**src/rtl/img_win_pkg.sv**
```systemverilog
// Shared types and tap geometry for the 3x3 window collector.
// Tap k sits at linear offset (k/3)*IMG_W + (k%3).
package img_win_pkg;

    localparam int NUM_TAPS = 9;
    localparam int PIX_W    = 8;

    typedef enum logic {
        COLLECT = 1'b0,
        HOLD    = 1'b1
    } state_e;

    typedef logic [NUM_TAPS-1:0][PIX_W-1:0] win_t;

    function automatic int tap_ofs(input int k, input int img_w);
        return (k / 3) * img_w + (k % 3);
    endfunction

endpackage

```
**src/rtl/img_tap_decode.sv**
```systemverilog
// Maps a returned linear offset to its 3x3 tap index.
// Pure equality compare against the nine tap offsets.
module img_tap_decode
    import img_win_pkg::*;
#(
    parameter int IMG_W  = 640,
    parameter int ADDR_W = 12
) (
    input  logic [ADDR_W-1:0] addr,
    output logic              hit,
    output logic [3:0]        idx
);

    // Match the offset against every tap constant
    always_comb begin
        hit = 1'b0;
        idx = '0;
        for (int k = 0; k < NUM_TAPS; k++) begin
            if (addr == ADDR_W'(tap_ofs(k, IMG_W))) begin
                hit = 1'b1;
                idx = 4'(k);
            end
        end
    end

endmodule

```
**src/rtl/img_window_collector.sv**
```systemverilog
// Collects nine returned pixels into a 3x3 window and hands it downstream.
// Define WIN_SUM_EN to build the registered sum of all taps on win_sum.
module img_window_collector
    import img_win_pkg::*;
#(
    parameter int IMG_W  = 640,
    parameter int ADDR_W = 12,
    parameter int DATA_W = 8
) (
    input  logic                     clk,
    input  logic                     reset,
    input  logic                     pix_valid,
    output logic                     pix_ready,
    input  logic [ADDR_W-1:0]        pix_addr,
    input  logic [DATA_W-1:0]        pix_data,
    output logic                     win_valid,
    input  logic                     win_ready,
    output logic [NUM_TAPS*DATA_W-1:0] win_data,
    output logic [DATA_W+3:0]        win_sum,
    output logic                     err_addr,
    input  logic                     err_clr
);

    logic                             hit;
    logic [3:0]                       idx;
    logic                             xfer;
    logic                             enter_hold;

    state_e                           state_q, state_d;
    logic [NUM_TAPS-1:0]              mask_q, mask_d;
    logic [NUM_TAPS-1:0][DATA_W-1:0]  taps_q, taps_d;
    logic                             err_q, err_d;
    logic                             win_valid_q, win_valid_d;
    logic                             pix_ready_q, pix_ready_d;

    img_tap_decode #(
        .IMG_W  (IMG_W),
        .ADDR_W (ADDR_W)
    ) u_dec (
        .addr (pix_addr),
        .hit  (hit),
        .idx  (idx)
    );

    assign xfer      = pix_valid && pix_ready_q;
    assign pix_ready = pix_ready_q;
    assign win_valid = win_valid_q;
    assign win_data  = taps_q;
    assign err_addr  = err_q;

    // Next-state: fill taps while collecting, park the window until taken
    always_comb begin
        state_d     = state_q;
        mask_d      = mask_q;
        taps_d      = taps_q;
        err_d       = err_q;
        win_valid_d = win_valid_q;
        pix_ready_d = pix_ready_q;
        enter_hold  = 1'b0;
        if (err_clr) begin
            err_d = 1'b0;
        end
        unique case (state_q)
            COLLECT: begin
                if (xfer && hit) begin
                    for (int k = 0; k < NUM_TAPS; k++) begin
                        if (idx == 4'(k)) begin
                            taps_d[k] = pix_data;
                            mask_d[k] = 1'b1;
                        end
                    end
                    if (&mask_d) begin
                        state_d     = HOLD;
                        win_valid_d = 1'b1;
                        pix_ready_d = 1'b0;
                        enter_hold  = 1'b1;
                    end
                end else if (xfer) begin
                    err_d = 1'b1;
                end
            end
            HOLD: begin
                if (win_ready) begin
                    state_d     = COLLECT;
                    mask_d      = '0;
                    win_valid_d = 1'b0;
                    pix_ready_d = 1'b1;
                end
            end
        endcase
    end

    // Collector state, taps and handshake flags
    always_ff @(posedge clk or negedge reset) begin
        if (!reset) begin
            state_q     <= COLLECT;
            mask_q      <= '0;
            taps_q      <= '0;
            err_q       <= 1'b0;
            win_valid_q <= 1'b0;
            pix_ready_q <= 1'b1;
        end else begin
            state_q     <= state_d;
            mask_q      <= mask_d;
            taps_q      <= taps_d;
            err_q       <= err_d;
            win_valid_q <= win_valid_d;
            pix_ready_q <= pix_ready_d;
        end
    end

`ifdef WIN_SUM_EN
    logic [DATA_W+3:0] sum_q, sum_d;

    // Sum of the completed window, captured on entry to HOLD
    always_comb begin
        sum_d = sum_q;
        if (enter_hold) begin
            sum_d = '0;
            for (int k = 0; k < NUM_TAPS; k++) begin
                sum_d = sum_d + (DATA_W+4)'(taps_d[k]);
            end
        end
    end

    // Window sum register
    always_ff @(posedge clk or negedge reset) begin
        if (!reset) begin
            sum_q <= '0;
        end else begin
            sum_q <= sum_d;
        end
    end

    assign win_sum = sum_q;
`else
    assign win_sum = '0;
`endif

endmodule
```
**config.mk**
```make
export PLATFORM = sky130hd
export DESIGN_NAME = img_window_collector
export DESIGN_NICKNAME = d
export VERILOG_FILES = /design/src/rtl/img_win_pkg.sv /design/src/rtl/img_tap_decode.sv /design/src/rtl/img_window_collector.sv
export SDC_FILE = /design/constraint.sdc
export NUM_CORES = 1
export LEC_CHECK = 0
export CORE_ASPECT_RATIO = 0.9
export CORE_MARGIN = 2
export CORE_UTILIZATION = 46
export DETAILED_ROUTE_END_ITERATION = 7
export GPL_TIMING_DRIVEN = 0
export HOLD_SLACK_MARGIN = 0.05
export MAX_ROUTING_LAYER = met4
export PLACE_DENSITY = 0.79
export SYNTH_ARGS = -nofsm -noshare
export SYNTH_HDL_FRONTEND = slang
export SYNTH_SLANG_ARGS = --single-unit
```
**constraint.sdc**
```tcl
create_clock -name clk -period 2.32 [get_ports clk]
set_input_delay 0.464 -clock clk [delete_from_list [all_inputs] [get_ports clk]]
set_output_delay 0.464 -clock clk [all_outputs]
set_load 0.01 [all_outputs]
```
==> flow_summary.toml, run 1 <==
[status]
status = "finished, final reports clean"

[place]
numPortBuffers = 99
dp.cells = 464
dp.final_hpwl_um = 5770
gpl.final_weighted_congestion = 0.885
pre_cts_slack_ns = -0.406
placedInstanceArea_um2 = 4790

[routing]
wl_per_cell_um = 17.1
post_drt_via_cell_ratio = 5.25
detailedRoute.firstIterationViolations = 64
remaining_drc_errors = 0
vias_post_dr = 2545
antenna_violating_nets_post_route = 0
first_pass_iters = 4
detail_route.wirelength_um = 8300

[sta]
timing_max_transition_violations_final = 0
rsz0062_at_grt = "yes"
report.final.setup_viol = 0
post-route-worst-setup-slack_ns = 0.0758
finalCriticalPeriod_ns = 2.24
max_freq_mhz = 446
totalNegativeSetupSlack_ns = 0
max-slew-margin-rel = 0.639
timing.final.hold_violations = 0
finClkSkew_ns = 0.00595
fin_hold_ws_ns = 0.0507
transition_time_of_the_tightest_slew_check_pin_ns = 0.540
timing.final.crit_share = 0.967

[setup_path]
worstPathMaxFanout = 9
critPathLaunchType = "input port"
critical_path.cell_chain = "clkdlybuf4s50_1, nor4b_4, and4_1, buf_2, mux2_2"
slowest_delay_ns = 0.55
critPathCaptureType = "flop"
crit_slowest_cell = "clkdlybuf4s50_1"
buffers_and_inverters_on_the_worst_path = 2
worst_ep_arrival_time_ns = 2.47
crit_family = "buffers and inverters"
timing_worst_setup_path_type = "in -> reg"
required_ns = 2.55

[cells_and_area]
syn_to_final_growth_pct = 41.3
final-instance-count-excl-fill = 485
finalNetCount = 409
multiInputGateArea_um2 = 1410
sequential_cell_area_um2 = 2130
post-route-cell-area_um2 = 5100
num-fill-cells = 578
antennaDiodeCount = 0
layout-drive-gt1-share = 0.316
layout.core_utilization = 0.673

[floorplan]
core_area_um2 = 7580
floorplan.initialDensity = 0.476
die_width_um = 97.4
dieArea_um2 = 8580
number_of_placed_i_o_pins = 112
num_rows = 30
die_outline_height_um = 88.1

[synthesis]
synth_area_um2 = 3610
synthCells = 257
yosys.cell_count.top_type = "dfrtp_1"
synth-edff-count = 0
area_share_of_the_leading_cell_type_in_the_synthesized_netlist = 0.582
yosys_cell_types = 38
dominantRegCellSynth = "dfrtp_1"
synth_commonest_cells = "84 x dfrtp_1, 70 x mux2_2, 23 x nand2_1, 13 x buf_4"
yosys-top-cells-area = "dfrtp_1 58%, mux2_2 22%, buf_4 2.7%, nand2_1 2.4%, nor4b_4 1.3%"
postSynthAreaPerCell_um2 = 14.1
yosys_register_bits = 85
synth-async-reset-ratio = 1.00
yosys_warning_total = 0
synth-seq-area-share = 0.589
yosysTopAreaCell = "dfrtp_1"

[power]
sw_share = 0.207
combPwrFrac = 0.061
power.density_cell_area_nw_per_um2 = 573
p_int_mw = 2.32
vdd.ir_drop.worst_mv = 0.428
p_leak_nw = 2.48
switching_power_mw = 0.606
seq_power_share = 0.510
power.share.clock = 0.428
totalPowerFinal_mw = 2.93

[clocking]
clock_sinks = 85
clk_root_buffer_cell = "clkbuf_8"
path_clk_slew_ns = 0.09
tritoncts = "yes"
clk_path_buf_depth = 2
htreeDepth = 3
cts-buffers-inserted = 9
clock_insertion_delay_worst_skew_ns = 0.34

[global_route]
grt_first_pass_wirelength_um = 13600
grt_start_max_net_pins = 54
number_of_global_route_vias_before_repair = 2662
globalRoute.totalOverflow = 0
grt_use_total = 0.214
antenna_violations_before_repair = 0

[run]
max_cap_violations = 0

[worst_hold_path]
holdCritPathClass = "in -> async"
==> power groups by stage <==
stage / logic (mW) / registers, mW / clock network [mW]
floorplan: 0.0526 / 1.53 / 0
detailed placement: 0.176 / 1.52 / 0
CTS: 0.177 / 1.49 / 1.28
finish: 0.180 / 1.49 / 1.25
global route: 0.199 / 1.49 / 1.35
global placement: 0.168 / 1.52 / 0
==> final timing paths <==
path	startpoint	to	slack (ns)	cells past startpoint
hold / removal	reset	win_data[57]	0.05	1
max in group asynchronous	reset	pix_ready	1.60	2
setup reg to reg	pix_ready	win_data[42]	0.21	5
min in group clk	win_data[5]	win_data[5]	0.49	1
hold reg to reg	win_data[5]	win_data[5]	0.49	1
setup / recovery	pix_addr[1]	win_data[13]	0.08	5
==> layer usage <==
layer	vias up	global-route usage	wire [µm]	share of wire
met1	1285	0.265	3600	0.43
met2	89	0.341	3980	0.48
met5	-	-	0	0
met4	0	0.0442	59	0.0071
li1	1164	-	-	-
met3	7	0.0814	654	0.079
==> cell type report <==
cell class,instances,share of cell area
inverter,5,0.00368
tap,96,0.0235
clock inverter,5,0.0208
buffer,17,0.0226
sequential,85,0.417
clock buffer,11,0.0277
timing repair buffer,105,0.209
multi-input combinational,161,0.276
==> sequential cells by signal, summed over array words and instances, names as in the netlist <==
name,count
win_data,72
mask_q,9
err_addr,1
pix_ready,1
state_q,1
win_valid,1
==> cells in the final DEF (no fill, tap or decap), types with 2 or more instances in the layout <==
master / count
clkdlybuf4s50_1: 98
buf_4: 18
mux2_1: 2
a21oi_1: 2
a41oi_1: 4
nor4b_4: 2
nor4_4: 2
clkbuf_1: 3
buf_2: 2
nor2_4: 2
mux2_2: 70
nand2_1: 23
nand3_1: 6
and4_1: 2
a21o_1: 3
nand2_2: 3
clkbuf_8: 10
conb_1: 12
dfrtp_1: 84
inv_1: 5
nor2_1: 2
and3_1: 4
bufinv_16: 3
nand4_1: 6
==> repair_timing <==
action / in CTS / in global routing
hold endpoints to repair: 0 / 0
pin swaps: 1 / 1
endpoints found under the setup margin: 8 / 26
gates resized for setup: 0 / 2
setup buffers: 2 / 3
gates cloned: 0 / 0
hold buffers: 0 / 0
==> cell families after synthesis <==
family | synth area share
other | 0.00104
flip-flops | 0.589
AO/OA/AOI/OAI | 0.0350
AND/OR/NAND/NOR | 0.113
buffers and inverters | 0.0371
multiplexers | 0.225
(Power assumes the default switching activity.)
==> run 2, diff against run 1 <==
Settings changed: CTS_BUF_LIST set to sky130_fd_sc_hd__clkbuf_4 sky130_fd_sc_hd__clkbuf_8 sky130_fd_sc_hd__clkbuf_16.
==> flow_summary.toml, run 2 (same netlist as run 1, synthesis figures left out) <==
[global_route]
grt_start_max_net_pins = 54
antenna_violations_before_repair = 0
grt_use_total = 0.214
number_of_global_route_vias_before_repair = 2665
globalRoute.totalOverflow = 0
grt_first_pass_wirelength_um = 13600

[routing]
antenna_violating_nets_post_route = 0
wl_per_cell_um = 17.1
post_drt_via_cell_ratio = 5.25
vias_post_dr = 2545
detail_route.wirelength_um = 8300
first_pass_iters = 4
remaining_drc_errors = 0
detailedRoute.firstIterationViolations = 64

[power]
p_leak_nw = 2.49
power.density_cell_area_nw_per_um2 = 575
vdd.ir_drop.worst_mv = 0.428

[setup_path]
cp.depth = 5
critPathCaptureType = "flop"
critPathLaunchType = "input port"
worstRegToRegCells = 5
timing_worst_setup_path_type = "in -> reg"
required_ns = 2.55
buffers_and_inverters_on_the_worst_path = 2
worst_ep_arrival_time_ns = 2.47
critical_path.cell_chain = "clkdlybuf4s50_1, nor4b_4, and4_1, buf_2, mux2_2"
slowest_delay_ns = 0.55
crit_slowest_cell = "clkdlybuf4s50_1"
worstPathMaxFanout = 9
crit_family = "buffers and inverters"

[clocking]
htreeDepth = 3
cts-buffers-inserted = 9
clock_insertion_delay_worst_skew_ns = 0.34
clk_root_buffer_cell = "clkbuf_8"
clk_path_buf_depth = 2
path_clk_slew_ns = 0.09
tritoncts = "yes"
clock_sinks = 85

[sta]
timing.final.crit_share = 0.967
rsz0062_at_grt = "yes"
post-route-worst-setup-slack_ns = 0.0761
fin_hold_ws_ns = 0.0496
max_freq_mhz = 446
finClkSkew_ns = 0.00594
max-slew-margin-rel = 0.640
transition_time_of_the_tightest_slew_check_pin_ns = 0.539
finalCriticalPeriod_ns = 2.24
timing_max_transition_violations_final = 0
timing.final.hold_violations = 0
report.final.setup_viol = 0

[place]
numPortBuffers = 99
pre_cts_slack_ns = -0.406
dp.final_hpwl_um = 5770
gpl.final_weighted_congestion = 0.885

[floorplan]
die_width_um = 97.4
core_area_um2 = 7580
num_rows = 30
floorplan.initialDensity = 0.476
die_outline_height_um = 88.1
dieArea_um2 = 8580
number_of_placed_i_o_pins = 112

[cells_and_area]
layout.core_utilization = 0.674
num-fill-cells = 576
layout.cells.most_common = "clkdlybuf4s50_1"
number_of_flip_flops_in_the_largest_register = 72
layout-drive-gt1-share = 0.319
layout_common_cells = "98 x clkdlybuf4s50_1, 84 x dfrtp_1, 70 x mux2_2"
antennaDiodeCount = 0
finalNetCount = 409
syn_to_final_growth_pct = 41.4

[run]
max_cap_violations = 0

[status]
status = "finished, final reports clean"

[worst_hold_path]
holdCritPathClass = "in -> async"
## run 2: cell counts in the layout (fill, tap and decap cells not counted)
No cell type changed its count.
## run 2: area by class of cell
cell class	count	area (µm²)	area share
plain buffers	17	115	0.0225
clock buffers	11	145	0.0284
clock inverters	5	106	0.0208
inverters	5	18.8	0.00367
multi-input cells	161	1410	0.276
flip-flops and latches	85	2130	0.417
well taps	96	120	0.0235
repair buffers	105	1070	0.209
## run 2: where the power goes
part / internal [mW] / total [mW] / switching (mW)
Combinational: 0.0822 / 0.180 / 0.0977
Clock: 0.761 / 1.27 / 0.504
Sequential: 1.49 / 1.49 / 0.00412
Total: 2.33 / 2.94 / 0.606
## run 2: timing repair
item                                    CTS  global route
hold buffers                              0             0
endpoints found under the setup margin    8            26
cloned                                    0             0
gates resized for setup                   0             2
buffers inserted                          2             3
pin swaps                                 1             1
## run 2: worst register-to-register path, stage by stage, from the launching register on
cell and delay [ns]:
dfstp_2 0.55, and3b_1 0.16, clkbuf_1 0.31, and3_1 0.23
nand2_1 0.34, mux2_2 0.42
## run 2: final timing paths
kind                             start            to  slack (ns)
setup / recovery           pix_addr[1]  win_data[13]        0.08
hold / removal                   reset  win_data[57]        0.05
setup reg to reg             pix_ready  win_data[42]        0.21
hold reg to reg            win_data[5]   win_data[5]        0.49
max in group asynchronous        reset     pix_ready        1.60
min in group clk           win_data[5]   win_data[5]        0.49
## run 2: layer usage
layer | global-route usage | vias to the layer above | part of all wire
met1 | 0.265 | 1285 | 0.43
met4 | 0.0442 | 0 | 0.0071
li1 | - | 1164 | -
met5 | - | - | 0
met2 | 0.341 | 89 | 0.48
met3 | 0.0814 | 7 | 0.079
## run 2: per-stage QoR
stage	instances	power (mW)	TNS (ns)	area, µm²
after CTS	482	2.96	0	5070
after detailed placement	464	1.70	-19.16	4790
after global routing	485	3.05	-0.0853	5110
after global placement	463	1.69	-196.96	4760
after floorplan	268	1.58	0	3650
final	485	2.94	0	5110
